===== config.mk =====
export PLATFORM = sky130hd
export DESIGN_NAME = time_sync_ctrl
export DESIGN_NICKNAME = d
export VERILOG_FILES = /design/src/rtl/time_sync_ctrl.sv
export SDC_FILE = /design/constraint.sdc
export NUM_CORES = 1
export LEC_CHECK = 0
export BUFFER_PORTS_ARGS = -buffer_cell sky130_fd_sc_hd__buf_4
export CAP_MARGIN = 20
export CORE_MARGIN = 2
export CORE_UTILIZATION = 45
export CTS_CLUSTER_DIAMETER = 150
export DETAILED_ROUTE_END_ITERATION = 12
export GPL_TIMING_DRIVEN = 0
export PLACE_DENSITY_LB_ADDON = 0.12
export SLEW_MARGIN = 10
export SYNTH_ARGS = -nofsm -noshare
export SYNTH_HDL_FRONTEND = slang
export SYNTH_SLANG_ARGS = --single-unit
export TNS_END_PERCENT = 1

===== constraint.sdc =====
create_clock -name clk_i -period 3.4 [get_ports clk_i]
set_input_delay 0.68 -clock clk_i [delete_from_list [all_inputs] [get_ports clk_i]]
set_output_delay 0.68 -clock clk_i [all_outputs]
set_load 0.01 [all_outputs]

===== src/rtl/time_sync_ctrl.sv =====
// Qualifies decoded radio-clock frames, loads the HH:MM:SS chain at the minute mark and forwards second ticks.
// Outputs are registered one cycle after the sampled mark/tick. No backpressure: every pulse is consumed in the cycle it arrives.
module time_sync_ctrl #(
    parameter int CONFIRM_FRAMES = 2,
    parameter int STALE_SECS     = 600
) (
    input  logic        clk_i,
    input  logic        rst_ni,
    input  logic        sec_tick_i,
    input  logic        minute_mark_i,
    input  logic        frame_valid_i,
    input  logic [12:0] frame_time_i,
    output logic        load_o,
    output logic [19:0] load_value_o,
    output logic        inc_o,
    output logic        synced_o
);

    typedef enum logic [1:0] {HUNT, CONFIRM, ARMED, SYNCED} state_t;

    localparam int             SW        = $clog2(STALE_SECS + 1);
    localparam logic [SW-1:0]  STALE_MAX = SW'(STALE_SECS);
    localparam logic [2:0]     CONF_N    = 3'(CONFIRM_FRAMES);

    state_t        state, state_nxt, state_mid;
    logic [12:0]   last, last_nxt, expected;
    logic [2:0]    cnt, cnt_nxt;
    logic [SW-1:0] stale, stale_nxt;
    logic          pend, pend_nxt;
    logic          load_nxt, inc_nxt, synced_nxt;
    logic          accept, match;

    logic [1:0] f_ht;
    logic [3:0] f_hu;
    logic [2:0] f_mt;
    logic [3:0] f_mu;

    assign f_ht = frame_time_i[12:11];
    assign f_hu = frame_time_i[10:7];
    assign f_mt = frame_time_i[6:4];
    assign f_mu = frame_time_i[3:0];

    assign accept = frame_valid_i && (f_hu <= 4'd9) && (f_mu <= 4'd9) && (f_mt <= 3'd5)
                    && ((f_ht < 2'd2) || ((f_ht == 2'd2) && (f_hu <= 4'd3)));
    assign match  = (frame_time_i == expected);

    // BCD successor of the last accepted frame, wrapping 23:59 to 00:00.
    always_comb begin
        expected = last;
        if (last[3:0] != 4'd9) begin
            expected[3:0] = last[3:0] + 4'd1;
        end else begin
            expected[3:0] = 4'd0;
            if (last[6:4] != 3'd5) begin
                expected[6:4] = last[6:4] + 3'd1;
            end else begin
                expected[6:4] = 3'd0;
                if ((last[12:11] == 2'd2) && (last[10:7] == 4'd3)) begin
                    expected[12:7] = 6'd0;
                end else if (last[10:7] == 4'd9) begin
                    expected[10:7]  = 4'd0;
                    expected[12:11] = last[12:11] + 2'd1;
                end else begin
                    expected[10:7] = last[10:7] + 4'd1;
                end
            end
        end
    end

    always_ff @(posedge clk_i or negedge rst_ni) begin
        if (!rst_ni) state <= HUNT;
        else         state <= state_nxt;
    end

    // The mark acts first on the held state; the frame is then judged in the post-mark state.
    assign state_mid = load_nxt ? SYNCED : state;

    always_comb begin
        state_nxt = state_mid;
        last_nxt  = last;
        cnt_nxt   = cnt;
        pend_nxt  = load_nxt ? 1'b0 : pend;
        stale_nxt = stale;
        if ((state == SYNCED) && sec_tick_i && (stale != STALE_MAX))
            stale_nxt = stale + 1'b1;
        if (accept) begin
            last_nxt = frame_time_i;
            unique case (state_mid)
                HUNT: begin
                    cnt_nxt   = 3'd1;
                    state_nxt = CONFIRM;
                end
                CONFIRM: begin
                    if (match) begin
                        cnt_nxt = cnt + 3'd1;
                        if (cnt_nxt >= CONF_N) state_nxt = ARMED;
                    end else begin
                        cnt_nxt = 3'd1;
                    end
                end
                ARMED: begin
                    if (!match) begin
                        cnt_nxt   = 3'd1;
                        state_nxt = CONFIRM;
                    end
                end
                SYNCED: begin
                    pend_nxt = match;
                    if (match) stale_nxt = '0;
                end
            endcase
        end
    end

    always_comb begin
        load_nxt   = minute_mark_i && ((state == ARMED) || ((state == SYNCED) && pend));
        inc_nxt    = sec_tick_i && (state == SYNCED) && !load_nxt;
        synced_nxt = synced_o;
        if (load_nxt)                     synced_nxt = 1'b1;
        else if (stale_nxt == STALE_MAX)  synced_nxt = 1'b0;
    end

    always_ff @(posedge clk_i or negedge rst_ni) begin
        if (!rst_ni) begin
            last         <= '0;
            cnt          <= '0;
            pend         <= 1'b0;
            stale        <= '0;
            load_o       <= 1'b0;
            load_value_o <= '0;
            inc_o        <= 1'b0;
            synced_o     <= 1'b0;
        end else begin
            last     <= last_nxt;
            cnt      <= cnt_nxt;
            pend     <= pend_nxt;
            stale    <= stale_nxt;
            load_o   <= load_nxt;
            inc_o    <= inc_nxt;
            synced_o <= synced_nxt;
            if (load_nxt) load_value_o <= {last, 7'b0};
        end
    end

endmodule


==> results of run 1 <==
[flip-flops by register name, indices dropped and copies added, names as in the netlist]
register      flops
cnt               3
last             13
stale            10
pend              1
load_o            1
inc_o             1
synced_o          1
load_value_o     13
state             2
[cells by family after synthesis]
group,after synthesis
other,1
buffers and inverters,38
AOI/OAI and AO/OA,57
xor gates and xnor gates,21
and+or+nand+nor,125
muxes,12
adders and majority gates,7
DFF,45
[layout make-up]
type / count / area (um2) / area share [%]
well taps: 75 / 93.8 / 2.89
plain buffers: 22 / 128 / 3.93
flip-flops and latches: 45 / 1130 / 34.6
clock inverters: 2 / 10.0 / 0.308
inverters: 16 / 60.1 / 1.85
repair buffers: 32 / 240 / 7.39
clock buffers: 6 / 72.6 / 2.23
multi-input cells: 229 / 1520 / 46.8
[power by group through the flow]
stage	clock network, mW	logic, mW	registers (mW)
3_5_place_dp	0	0.374	0.640
4_1_cts	0.347	0.375	0.629
5_1_grt	0.361	0.416	0.639
6_report	0.326	0.372	0.629
2_1_floorplan	0	0.289	0.625
3_3_place_gp	0	0.368	0.639
[synthesized netlist by cell type (2+ instances only)]
cell type / count / share of area [%]
clkbuf_1: 7 / 0.93
mux2i_1: 2 / 0.71
and4_1: 3 / 0.93
a21oi_1: 5 / 0.89
o22ai_1: 2 / 0.44
nand4_1: 3 / 0.67
nand4bb_1: 2 / 0.80
nand3_1: 6 / 1.1
nor4_1: 3 / 0.67
buf_4: 11 / 2.9
and3_1: 2 / 0.44
nor3_1: 6 / 1.1
o21ai_0: 17 / 3.0
inv_1: 16 / 2.1
nand2b_1: 8 / 1.8
nor2b_1: 3 / 0.67
dfrtp_1: 45 / 40
mux2_2: 10 / 4.0
buf_2: 3 / 0.53
nor3b_1: 2 / 0.53
xor2_1: 9 / 2.8
nand3b_1: 6 / 1.6
ha_1: 7 / 3.1
a41oi_1: 2 / 0.62
a21oi_2: 2 / 0.62
nor2_1: 21 / 2.8
a221o_1: 2 / 0.71
nand2_1: 51 / 6.8
xnor2_1: 11 / 3.4
a31oi_1: 2 / 0.44
o31ai_1: 3 / 0.80
o211ai_1: 4 / 1.1
o2111ai_1: 2 / 0.62
[per-layer routing]
layer	GRT usage (%)	share of wire, %	vias to the layer above
met4	4.47	0.83	0
met3	3.98	4.0	4
met5	0	0	-
met1	24.5	49	1086
met2	26.8	46	43
li1	-	-	1149
[worst max path at each step]
| stage | startpoint | end | cells after the start | slack, ps |
|---|---|---|---|---|
| 3_3_place_gp | frame_time_i[3] | stale[9] | 9 | 500 |
| 3_5_place_dp | frame_time_i[3] | stale[2] | 9 | 440 |
| 6_report | last[2] | stale[2] | 10 | 530 |
| 2_1_floorplan | frame_time_i[3] | stale[9] | 9 | 860 |
| 4_1_cts | last[2] | stale[2] | 10 | 540 |
| 5_1_grt | last[2] | stale[9] | 10 | 350 |
[per-stage QoR]
stage                     utilization (%)  instance area, um2  instances  worst slack [ps]
after floorplan                         -                2830        312               859
after global placement               52.9                3170        419               505
after detailed placement             52.9                3170        419               444
after CTS                            54.3                3250        427               541
after global routing                 54.3                3250        427               350
final                                54.3                3250        427               533
[worst max-delay path, stage by stage, from the launching register on]
cell      delay [ps]
dfrtp_1          380
buf_4            170
nor4bb_1         260
buf_4            200
nand2_1           70
o31a_1           290
xnor2_1          140
nor4b_2          640
and4_1           350
buf_4            190
nor2_1            60
==> metrics.txt, run 1 <==
layout filler cell count=579; largest family of logic cells by synthesized area=simple AND/OR/NAND/NOR gates; final setup TNS=0 ps; final hold vios=0; Initial DRC Count=65; TritonRoute pass-1 iters=4; diode count=0; CTS tree=done; Leak Pwr=about 1.5 nW; Seq/Total Area, Yosys=40.1%; Fin Hold WS=368 ps; Port Buf Inserts=32; setup violators final=0; Vias per Instance=5.34; Req. time, crit path=3590 ps; Post-Synthesis Cell Area=2810 um2; CTS buffer count=5; outcome=finished clean; Yosys reg bits=45; Synth cell types=slightly above 60; antenna violations before repair=0; H-tree depth=2; first-pass GRT wire length=9820 um; Die Footprint=6900 um2; Critical R2R Launch=last[2]; global route overflow=0; Antenna Nets Post-Route=0; Synth Area in Compound Gates=15.1%; # DRC=0; fraction of layout cells with a size suffix above 1=20.7%; die extent in x=83.0 um; Fmax=349 MHz; P_int=892 uW; post-CTS sizing=0; Startpoint Class=flip-flop; Clk pwr share=24.6%; total wire length=around 5800 um; net switching power=436 uW; Synth warnings=0; FFs w/ async S/R, synth=between 90% and 100%; routed len/inst=13.5 um; area added between synthesis and finish=15.6%; R2R Path End=stale[2]; Synth Area in XOR/XNOR=6.81%; area share of fa/ha/maj cells after synthesis=3.12%; Power Dens Cells=408 nW/um2; crit path max fanout=10; crit share post-route=84.3%; Setup Buffers After CTS=0; syn_area_per_cell=9.19 um2; GPL Wtd Cong=about 0.84; worst skew pair latency=300 ps; max_cap viols=0; Synth Flop Type=dfrtp_1; EDFF count, synth=0; CTS max path bufs=2; Initial Util=a little under half; minimum clock period=2870 ps; Cells after Synth=306; Hold Crit Class=input pin to async pin; vias in the first global route=roughly 2000; most common cell after layout, fill and taps aside=nand2_1; Worst Skew=a little over 5 ps; switch share=32.9%; Root Driver=clkbuf_8; critical path class=flip-flop to flip-flop; FF-to-FF setup slack=around 530 ps; WP data arrival=just over 3000 ps; most frequent cells in the layout=nand2_1 (51), dfrtp_1 (45), buf_4 (43); vias=2282; CP Capture Type=flip-flop; total track usage=between 15 and 20%; CTS Hold Bufs=0; hpwl dp=4290 um; nets@finish=376; largest net degree at the start of global routing=46; Core Footprint=5990 um2; RSZ-0062 raised after global routing=false; Die Span Y=83.0 um; io pins=slightly above 40; Tot Pwr=1.33 mW; Logic pwr share=28.0%; R2R cell count=10; Post-Synth Simple-Gate Area=23.4%; count of final max-slew check failures=0; Clk pin slew, worst setup/hold paths=90 ps; mux share of post-synthesis cell area=4.72%; row cnt=28; Flop pwr share=47.4%; peak supply drop=approximately 0.37 mV; Slew @ Worst Pin=703 ps; Rel. slew slack=53.0%; clock sinks=45
Note: power is estimated with default switching activity, not from simulation.
==> inputs of run 2 (changes only) <==
==> constraint.sdc (replaced) <==
create_clock -name clk_i -period 2.5 [get_ports clk_i]
set_input_delay 0.5 -clock clk_i [delete_from_list [all_inputs] [get_ports clk_i]]
set_output_delay 0.5 -clock clk_i [all_outputs]
set_load 0.01 [all_outputs]
==> run 2 against run 1 <==
The flow now finishes with violations (negative setup slack). Critical path depth unchanged. Total power is 44% higher. Die area did not move. Register-to-register slack worse by 580 ps. Global-route usage increased by 0.76 points. Cell area increased by 5.6%. Largest power group unchanged.
==> metrics.txt, run 2 (same netlist as run 1, synthesis figures left out) <==
outcome=complete, but fails checks; failing checks=negative setup slack; Worst Skew=6.12 ps (+1.02 ps); die extent in x=83.0 um (unchanged); minimum clock period=2550 ps (-319 ps); max_cap viols=0 (unchanged); io pins=41 (unchanged); Die Span Y=83.0 um (unchanged); Core Util, Final=57.3% (+3.0 points); fraction of layout cells with a size suffix above 1=26.7% (+6.0 points); largest registers=last: 13 flops, load_value_o: 13 flops, stale: 10 flops; Req. time, crit path=2700 ps (-890 ps); R2R cell count=10 (unchanged); Die Footprint=6900 um2 (unchanged); Antenna Nets Post-Route=0 (unchanged); Critical R2R Launch=last[2]; Fmax=392 MHz (+13%); crit share post-route=102% (+18 points); Slew @ Worst Pin=605 ps (-98.2 ps); Rel. slew slack=59.7% (+6.7 points); vias=2315 (+1.4%); FF-to-FF setup slack=-50 ps (-580 ps); row cnt=28 (unchanged); Initial Util=46.9% (unchanged); first-pass GRT wire length=10300 um (+4.4%); Tot Pwr=1.91 mW (+44%); RSZ-0062 raised after global routing=true; area added between synthesis and finish=22.1%; GPL Wtd Cong=0.845 (unchanged); global route overflow=0 (unchanged); Port Buf Inserts=32 (unchanged); Root Driver=clkbuf_8; total track usage=18.1% (+0.76 points); nets@finish=387 (+2.9%); post-route cell area=3430 um2 (+5.6%); CP Capture Type=flip-flop; Vias per Instance=5.29 (-1.1%); final worst setup slack=-48.5 ps (-581 ps); placed inst area=3170 um2 (unchanged); worst skew pair latency=300 ps (about the same); critical path class=flip-flop to flip-flop; antenna violations before repair=0 (unchanged); Startpoint Class=flip-flop; TritonRoute pass-1 iters=4 (unchanged); Initial DRC Count=56 (-14%); hpwl dp=4290 um (unchanged); largest net degree at the start of global routing=46 (unchanged); final hold vios=0 (unchanged); Clk pin slew, worst setup/hold paths=90 ps (about the same); routed len/inst=14.2 um (+5.1%); most frequent cells in the layout=nand2_1 (50), buf_4 (50), dfrtp_1 (44); CTS tree=done; Leak Pwr=1.59 nW (+6.4%); CTS buffer count=5 (unchanged); setup violators final=1 (+1); CTS max path bufs=2 (unchanged); vias in the first global route=2094 (+4.0%); peak supply drop=0.541 mV (+48%); diode count=0 (unchanged); count of final max-slew check failures=0 (unchanged); clock sinks=45 (unchanged); Hold Crit Class=input pin to async pin; total wire length=6200 um (+7.8%); Power Dens Cells=557 nW/um2 (+36%); WP data arrival=2750 ps (-310 ps); R2R Path End=state[1]; # DRC=0 (unchanged); Core Footprint=5990 um2 (unchanged); crit path max fanout=5 (-5); H-tree depth=2 (unchanged)
[run 2: changes by cell type in the layout (fill, tap and decap cells not counted), sizes merged]
cell  delta
buf     +11
[run 2: stage by stage]
| step | TNS [ps] | worst slack [ps] | instances | hold slack (ps) |
|---|---|---|---|---|
| 6_report | -48.5 | -48.5 | 438 | 194 |
| 5_1_grt | -804 | -139 | 438 | 242 |
| 4_1_cts | 0 | 1.72 | 433 | 213 |
| 3_5_place_dp | -4950 | -338 | 419 | 465 |
| 3_3_place_gp | -4750 | -326 | 419 | 459 |
| 2_1_floorplan | 0 | 5.42 | 312 | 204 |
[run 2: area by class of cell]
cell class | count | area, um2
tap | 75 | 93.8
inverter | 16 | 60.1
sequential | 45 | 1130
multi-input combinational | 229 | 1600
timing repair buffer | 43 | 330
clock buffer | 6 | 72.6
fill | 556 | 2560
clock inverter | 2 | 10.0
buffer | 22 | 139
[run 2: routing by layer]
| layer | wire length [um] | global-route usage, % | up-vias |
|---|---|---|---|
| li1 | - | - | 1170 |
| met1 | 3000 | 25.1 | 1110 |
| met2 | 2960 | 29.1 | 30 |
| met3 | 173 | 3.78 | 5 |
| met4 | 57 | 4.32 | 0 |
| met5 | 0 | 0 | - |
[run 2: worst max path at each step]
stage	start	to	cells past startpoint
floorplan	last[2]	stale[9]	10
global placement	last[2]	stale[9]	10
detailed placement	last[2]	stale[2]	10
CTS	last[2]	state[1]	10
global route	last[2]	state[1]	10
finish	last[2]	state[1]	10
[run 2: worst max-delay path, stage by stage, from the launching register on]
cell	delay, ps
dfrtp_1	390
buf_6	120
nor4bb_1	250
buf_4	200
nand2_4	50
o31a_1	310
xnor2_2	150
nor4b_4	370
buf_4	200
a41oi_2	100
a311oi_1	290
[run 2: what timing repair did]
item | in CTS | in global routing
endpoints found under the setup margin | 17 | 15
hold buffers | 0 | 0
setup buffers | 6 | 5
resized for setup | 12 | 8
pin swaps | 8 | 12
[run 2: power breakdown]
group / leakage [nW] / total (mW) / internal, mW / switching, mW
clock network: 0.0450 / 0.451 / 0.194 / 0.257
registers: 0.591 / 0.860 / 0.785 / 0.0748
logic: 0.950 / 0.603 / 0.291 / 0.312
total: 1.59 / 1.91 / 1.27 / 0.644
